==> src/rtl/arm_mem_pkg.sv <==
// Shared definitions for the MEM-stage SRAM controller.
//   state_e      : controller FSM states
//   DEF_MEM_BASE : default byte address mapped to SRAM word 0
//   DEF_SRAM_AW  : default SRAM halfword address width
//   SRAM_DW      : SRAM data bus width
//   WORD_W       : pipeline word width
//   CNT_W        : phase wait counter width (covers WAIT_CYCLES up to 15)
package arm_mem_pkg;
  typedef enum logic [1:0] {IDLE, LOW, HIGH, DONE} state_e;

  localparam int DEF_MEM_BASE = 1024;
  localparam int DEF_SRAM_AW  = 18;
  localparam int SRAM_DW      = 16;
  localparam int WORD_W       = 32;
  localparam int CNT_W        = 4;
endpackage

==> src/rtl/sram_phase_timer.sv <==
// Wait counter for one 16-bit SRAM phase, shared by the LOW and HIGH phases.
//   clk, rst : clock, synchronous active-high reset
//   start    : clear the counter (new access accepted)
//   en       : count while a phase is active; wraps to 0 after the last cycle
//   count    : current cycle within the phase, 0..WAIT_CYCLES-1
//   last     : count is on the final cycle of the phase
module sram_phase_timer
  import arm_mem_pkg::*;
#(
  parameter int WAIT_CYCLES = 3
) (
  input  logic             clk,
  input  logic             rst,
  input  logic             start,
  input  logic             en,
  output logic [CNT_W-1:0] count,
  output logic             last
);
  logic [CNT_W-1:0] count_q, count_d;

  assign count = count_q;
  assign last  = (count_q == CNT_W'(WAIT_CYCLES - 1));

  always_comb begin
    count_d = count_q;
    if (start)      count_d = '0;
    else if (en)    count_d = last ? '0 : count_q + 1'b1;
  end

  always_ff @(posedge clk) begin
    if (rst) count_q <= '0;
    else     count_q <= count_d;
  end
endmodule

==> src/rtl/sram_mem_controller.sv <==
// MEM-stage controller between the EXE stage register and a 16-bit async SRAM.
// Each 32-bit access runs as a LOW halfword phase then a HIGH halfword phase,
// WAIT_CYCLES cycles each. ready drops while an access is in flight and is the
// pipeline-wide freeze (inverted) at the top level.
//   clk, rst           : clock, synchronous active-high reset
//   rd_en, wr_en       : load / store request (store wins if both set)
//   address            : byte address; write_data : store data
//   read_data          : last loaded word, held until the next load completes
//   ready              : no access pending, or access completing this cycle
//   sram_addr          : halfword address {word, half}
//   sram_dq_out/_in/_oe: SRAM data bus out / in / output enable
//   sram_we_n, sram_oe_n : active-low write strobe / output enable
module sram_mem_controller
  import arm_mem_pkg::*;
#(
  parameter int WAIT_CYCLES = 3,
  parameter int MEM_BASE    = DEF_MEM_BASE,
  parameter int SRAM_AW     = DEF_SRAM_AW
) (
  input  logic               clk,
  input  logic               rst,
  input  logic               rd_en,
  input  logic               wr_en,
  input  logic [WORD_W-1:0]  address,
  input  logic [WORD_W-1:0]  write_data,
  output logic [WORD_W-1:0]  read_data,
  output logic               ready,
  output logic [SRAM_AW-1:0] sram_addr,
  output logic [SRAM_DW-1:0] sram_dq_out,
  input  logic [SRAM_DW-1:0] sram_dq_in,
  output logic               sram_dq_oe,
  output logic               sram_we_n,
  output logic               sram_oe_n
);
  state_e             state_q, state_d;
  logic               op_wr_q, op_wr_d;
  logic [SRAM_AW-2:0] word_q, word_d;
  logic [WORD_W-1:0]  wdata_q, wdata_d;
  logic [WORD_W-1:0]  rdata_q, rdata_d;

  logic             req, accept, busy, last;
  logic [CNT_W-1:0] count;

  assign req    = rd_en | wr_en;
  assign accept = (state_q == IDLE) && req;
  assign busy   = (state_q == LOW) || (state_q == HIGH);

  sram_phase_timer #(.WAIT_CYCLES(WAIT_CYCLES)) u_timer (
    .clk   (clk),
    .rst   (rst),
    .start (accept),
    .en    (busy),
    .count (count),
    .last  (last)
  );

  always_comb begin
    state_d = state_q;
    op_wr_d = op_wr_q;
    word_d  = word_q;
    wdata_d = wdata_q;
    rdata_d = rdata_q;
    case (state_q)
      IDLE: if (req) begin
        state_d = LOW;
        op_wr_d = wr_en;
        // Out-of-range addresses simply wrap: the word index is truncated.
        word_d  = (SRAM_AW-1)'((address - WORD_W'(MEM_BASE)) >> 2);
        wdata_d = write_data;
      end
      LOW: if (last) begin
        state_d = HIGH;
        if (!op_wr_q) rdata_d[SRAM_DW-1:0] = sram_dq_in;
      end
      HIGH: if (last) begin
        state_d = DONE;
        if (!op_wr_q) rdata_d[WORD_W-1:SRAM_DW] = sram_dq_in;
      end
      DONE:    state_d = IDLE;
      default: state_d = IDLE;
    endcase
  end

  always_ff @(posedge clk) begin
    if (rst) begin
      state_q <= IDLE;
      op_wr_q <= 1'b0;
      word_q  <= '0;
      wdata_q <= '0;
      rdata_q <= '0;
    end else begin
      state_q <= state_d;
      op_wr_q <= op_wr_d;
      word_q  <= word_d;
      wdata_q <= wdata_d;
      rdata_q <= rdata_d;
    end
  end

  always_comb begin
    sram_addr   = {word_q, state_q == HIGH};
    sram_dq_out = '0;
    sram_dq_oe  = 1'b0;
    sram_we_n   = 1'b1;
    sram_oe_n   = 1'b1;
    if (busy) begin
      if (op_wr_q) begin
        sram_dq_oe  = 1'b1;
        sram_dq_out = (state_q == HIGH) ? wdata_q[WORD_W-1:SRAM_DW] : wdata_q[SRAM_DW-1:0];
        // Release the strobe on the final cycle of the phase so data and
        // address stay valid past the rising edge of we_n.
        sram_we_n   = (count == CNT_W'(WAIT_CYCLES - 1));
      end else begin
        sram_oe_n   = 1'b0;
      end
    end
  end

  assign read_data = rdata_q;
  // Requests are ignored under reset, so the pipeline is never frozen then.
  assign ready = rst | ((state_q == IDLE) & ~req) | (state_q == DONE);
endmodule

==> config.mk <==
export PLATFORM = sky130hd
export DESIGN_NAME = sram_mem_controller
export DESIGN_NICKNAME = d
export VERILOG_FILES = /design/src/rtl/arm_mem_pkg.sv /design/src/rtl/sram_phase_timer.sv /design/src/rtl/sram_mem_controller.sv
export SDC_FILE = /design/constraint.sdc
export NUM_CORES = 1
export LEC_CHECK = 0
export ABC_AREA = 1
export ABC_CLOCK_PERIOD_IN_PS = 2600
export CAP_MARGIN = 20
export CORE_ASPECT_RATIO = 1.1
export CORE_MARGIN = 2
export CORE_UTILIZATION = 46
export DETAILED_ROUTE_END_ITERATION = 16
export GPL_ROUTABILITY_DRIVEN = 0
export PLACE_DENSITY_LB_ADDON = 0.25
export SLEW_MARGIN = 5
export SYNTH_ARGS = -nofsm -noshare
export SYNTH_HDL_FRONTEND = slang
export SYNTH_SLANG_ARGS = --single-unit
==> constraint.sdc <==
create_clock -name clk -period 2.6 [get_ports clk]
set_input_delay 0.52 -clock clk [delete_from_list [all_inputs] [get_ports clk]]
set_output_delay 0.52 -clock clk [all_outputs]
set_load 0.05 [all_outputs]
==> key figures <==
Worst setup path
  – Worst r2r src: state_q[0]$_SDFFE_PP0P_
  – Critical path fanouts, max: 17
  – Critical path data required time: about 2.1 ns
  – Critical path capture point type: output port
  – Critical path arrival: 1.96 ns
  – Capture point of the critical path: sram_dq_out[8]
  – WS Path Type: reg2out
  – Reg2Reg Depth: 6
  – Sequence of cells on the critical path: inv_1, ha_2, nand2_1, buf_6, nor3_2, buf_4
  – Critical R2R Capture: read_data[21]$_SDFFE_PP0P_
  – Cell with the largest stage delay on the worst path: sky130_fd_sc_hd__dfxtp_1
  – Largest stage delay on the critical path: 0.40 ns
  – Launching element type of the critical path: flop
  – Reg2reg setup slack: 0.50 ns
  – Worst Setup SP: state_q[1]$_SDFFE_PP0P_

Cells and area
  – Count of antenna diodes in the layout: 0
  – Fin nets: between 700 and 800
  – Reg area: 1762 um^2
  – Number of standard cells in the final layout excluding fillers: 777
  – Number of filler cells placed in the layout: 655
  – Synthesis-to-finish area growth: 46.86%
  – Fraction of final layout cells with drive strength greater than 1: 0.1016
  – Commonest non-fill, non-tap cell in the layout: sky130_fd_sc_hd__nor2_1
  – Multi-input gate area in the final layout: 1749 um^2
  – Commonest cells after routing, fill and taps aside: sky130_fd_sc_hd__nor2_1, sky130_fd_sc_hd__clkdlybuf4s50_1, sky130_fd_sc_hd__dfxtp_1, sky130_fd_sc_hd__nand2_1, sky130_fd_sc_hd__o21ai_0

Die
  – Die area: 8835 um^2
  – Number of top-level pins: 154
  – Initial Util: 0.4733
  – CORE AREA: ~7900 um^2
  – Total number of placement rows: 34
  – Die width: 89.80 um
  – Y dimension of the die: 98.38 um

Timing
  – Slew at the pin closest to its max-slew limit: 0.7083 ns
  – Worst clock skew on the final layout: 0.008346 ns
  – Unrepaired setup endpoints after global routing: no
  – Worst slew slack as a fraction of its limit: 0.5264
  – Final count of negative-setup-slack endpoints: 0
  – Clock period minus worst slack: 2.476 ns
  – Final setup margin: between 0.1 and 0.15 ns
  – Highest clock frequency the design can meet: 0.4039 GHz
  – Final count of pins violating max slew: 0
  – Final number of hold-violating endpoints: 0
  – Accumulated negative setup slack: 0 ns
  – Part of the cycle the worst path needs: 0.9523

Detailed routing
  – Per-cell routed wire length: 12.38 um
  – Total length of routed wires: slightly below 10 mm
  – Via count of the routed design: about 3,800
  – Number of vias per cell after detailed routing: 4.843
  – Number of DRC violations after detailed routing: 0
  – Final antenna-violating net count: 0
  – 1st-pass router iterations: 5
  – Iter 0 DRT Violations: 115

Global routing
  – Pin count of the biggest net entering global routing: 49
  – Number of global-route vias before repair: 3,752
  – Overflow left after global routing: 0
  – First-pass GRT wire length: around 17 mm
  – GRT Overall Usage: 0.2275
  – Number of antenna violations at the first check in global routing: 0

Placement
  – Number of input and output port buffers inserted: 138
  – Dpl cells: 762
  – Worst slack after detailed placement: 0.3580 ns
  – Post-DP HPWL: 6.841 mm

Clock tree
  – Clock-pin slew of the registers on the worst-case setup and hold paths: ~0.09 ns
  – H-Tree Depth: 3
  – Cell at the root of the clock tree: sky130_fd_sc_hd__clkbuf_8
  – Count of hold-fix buffers inserted at cts: 0
  – Number of clock sinks seen by CTS: 88
  – Number of buffers on the longest clock path: 2
  – Source-to-sink clock delay at the later pin of the worst-skew pair: approximately 0.34 ns
  – Clock tree from TritonCTS: built
  – Number of clock buffers inserted by TritonCTS: 9

Synth
  – Number of cells produced by synthesis: 538
  – Count of different cell masters after synthesis: 25
  – Main combinational cell family by area after synthesis: simple AND/OR/NAND/NOR gates
  – Total number of yosys warnings: 0
  – Average cell area after synthesis: 6.923 um^2
  – XOR/XNOR share of the synthesized area: 0.002351
  – Synth Net Count: 627
  – Netlist area before placement: 3725 um^2
  – Adder-Cell Fraction of Synth Area: 0.01680
  – Multiplexer fraction of the synthesized cell area: 0
  – Fraction of the mapped netlist area in compound gates: 0.1125
  – Simple-gate portion of the synthesized area: 0.3174
  – Flop and latch count out of synthesis: about 90
  – Post-synthesis sequential area ratio: 0.4730

Hold path
  – Hold Path Class: reg2reg

Power
  – PD cells: 969.6 nW/um^2
  – Highest ir drop seen on vdd: 0.6999 mV
  – Leak Pwr: about 2.3 nW

Flow run
  – Max-capacitance violation count: 0

Status
  – Status: finished clean
## per-stage QoR
| step | total power, W | hold WS, ns | util | cell area, um^2 |
|---|---|---|---|---|
| 6_report | 0.005304 | 0.4680 | 0.6951 | 5470 |
| 5_1_grt | 0.005658 | 0.5002 | 0.6951 | 5470 |
| 4_1_cts | 0.005319 | 0.4677 | 0.6928 | 5453 |
| 3_5_place_dp | 0.004302 | 0.4555 | 0.6652 | 5235 |
| 3_3_place_gp | 0.004228 | 0.4531 | 0.6652 | 5235 |
| 2_1_floorplan | 0.003523 | 0.4540 | - | 3799 |
## cell usage after synthesis
library cell | number | area share
sky130_fd_sc_hd__nor2_8 | 1 | 0.0054
sky130_fd_sc_hd__or2_2 | 2 | 0.0034
sky130_fd_sc_hd__nand2_1 | 82 | 0.083
sky130_fd_sc_hd__a211oi_1 | 1 | 0.0020
sky130_fd_sc_hd__nor3_1 | 16 | 0.021
sky130_fd_sc_hd__nand2_2 | 1 | 0.0017
sky130_fd_sc_hd__xnor2_1 | 1 | 0.0024
sky130_fd_sc_hd__buf_2 | 4 | 0.0054
sky130_fd_sc_hd__nand3_1 | 24 | 0.032
sky130_fd_sc_hd__nand4_1 | 1 | 0.0017
sky130_fd_sc_hd__buf_4 | 2 | 0.0040
sky130_fd_sc_hd__a21oi_1 | 28 | 0.038
sky130_fd_sc_hd__nand2_4 | 1 | 0.0030
sky130_fd_sc_hd__inv_2 | 1 | 0.0010
sky130_fd_sc_hd__o21ai_2 | 1 | 0.0024
sky130_fd_sc_hd__nor2_2 | 1 | 0.0017
sky130_fd_sc_hd__buf_6 | 2 | 0.0060
sky130_fd_sc_hd__ha_1 | 5 | 0.017
sky130_fd_sc_hd__inv_1 | 39 | 0.039
sky130_fd_sc_hd__o21bai_1 | 1 | 0.0020
sky130_fd_sc_hd__buf_1 | 1 | 0.0010
sky130_fd_sc_hd__clkbuf_1 | 21 | 0.021
sky130_fd_sc_hd__dfxtp_1 | 88 | 0.47
sky130_fd_sc_hd__o21ai_0 | 51 | 0.069
sky130_fd_sc_hd__nor2_1 | 163 | 0.16
## registers in the layout, indices dropped and copies added, names as in the netlist
| signal | count |
|---|---|
| op_wr_q | 1 |
| word_q | 17 |
| read_data | 32 |
| u_timer.count | 4 |
| wdata_q | 32 |
| state_q | 2 |
## metal layers
metal  routed length (um)  track usage
met5                    0            0
met4                  169      0.09349
met3                  701      0.06404
met2                 4567       0.3951
met1                 4182       0.2658
## kinds of logic (layout without fill, tap and decap cells)
| logic type | count (synthesis) | in the layout |
|---|---|---|
| simple gates | 292 | 292 |
| buf+inv | 70 | 201 |
| compound gates | 82 | 82 |
| fa+ha+maj | 5 | 5 |
| flops | 88 | 88 |
| xor+xnor | 1 | 1 |
## power by group
part / leakage, nW / switching, W / internal (W)
Combinational: 1.52 / 0.00162 / 0.000811
Clock: 0.108 / 0.000464 / 0.000562
Sequential: 0.722 / 0.000177 / 0.00167
## how the worst min path moves through the flow
stage                                        startpoint                            end  slack (ns)  depth (start not counted)
after floorplan           u_timer.count[3]$_SDFFE_PP0N_  u_timer.count[3]$_SDFFE_PP0N_        0.45                          2
after global placement       read_data[20]$_SDFFE_PP0P_     read_data[20]$_SDFFE_PP0P_        0.45                          2
after detailed placement     read_data[20]$_SDFFE_PP0P_     read_data[20]$_SDFFE_PP0P_        0.46                          2
after CTS                    read_data[20]$_SDFFE_PP0P_     read_data[20]$_SDFFE_PP0P_        0.47                          2
after global routing         read_data[25]$_SDFFE_PP0P_     read_data[25]$_SDFFE_PP0P_        0.50                          2
final                        read_data[20]$_SDFFE_PP0P_     read_data[20]$_SDFFE_PP0P_        0.47                          2
## worst max-delay path, delay by kind of cell (launching register included)
kind / cells / cell delay (ns)
DFF: 1 / 0.40
and+or+nand+nor: 2 / 0.30
adders and majority gates: 1 / 0.39
buffers and inverters: 3 / 0.51
## final cells by class
type,instances,share of cell area
sequential,88,0.3220
multi-input combinational,380,0.3198
timing repair buffer,146,0.2653
inverter,40,0.02813
clock buffer,10,0.02516
tap,108,0.02470
clock inverter,5,0.01487
## repair_timing
item / CTS / global route
setup buffers: 0 / 0
resized for setup: 1 / 5
endpoints found under the hold margin: 0 / 0
pin swaps: 0 / 0
endpoints found under the setup margin: 1 / 15
Power figures use the tool's default switching activity.
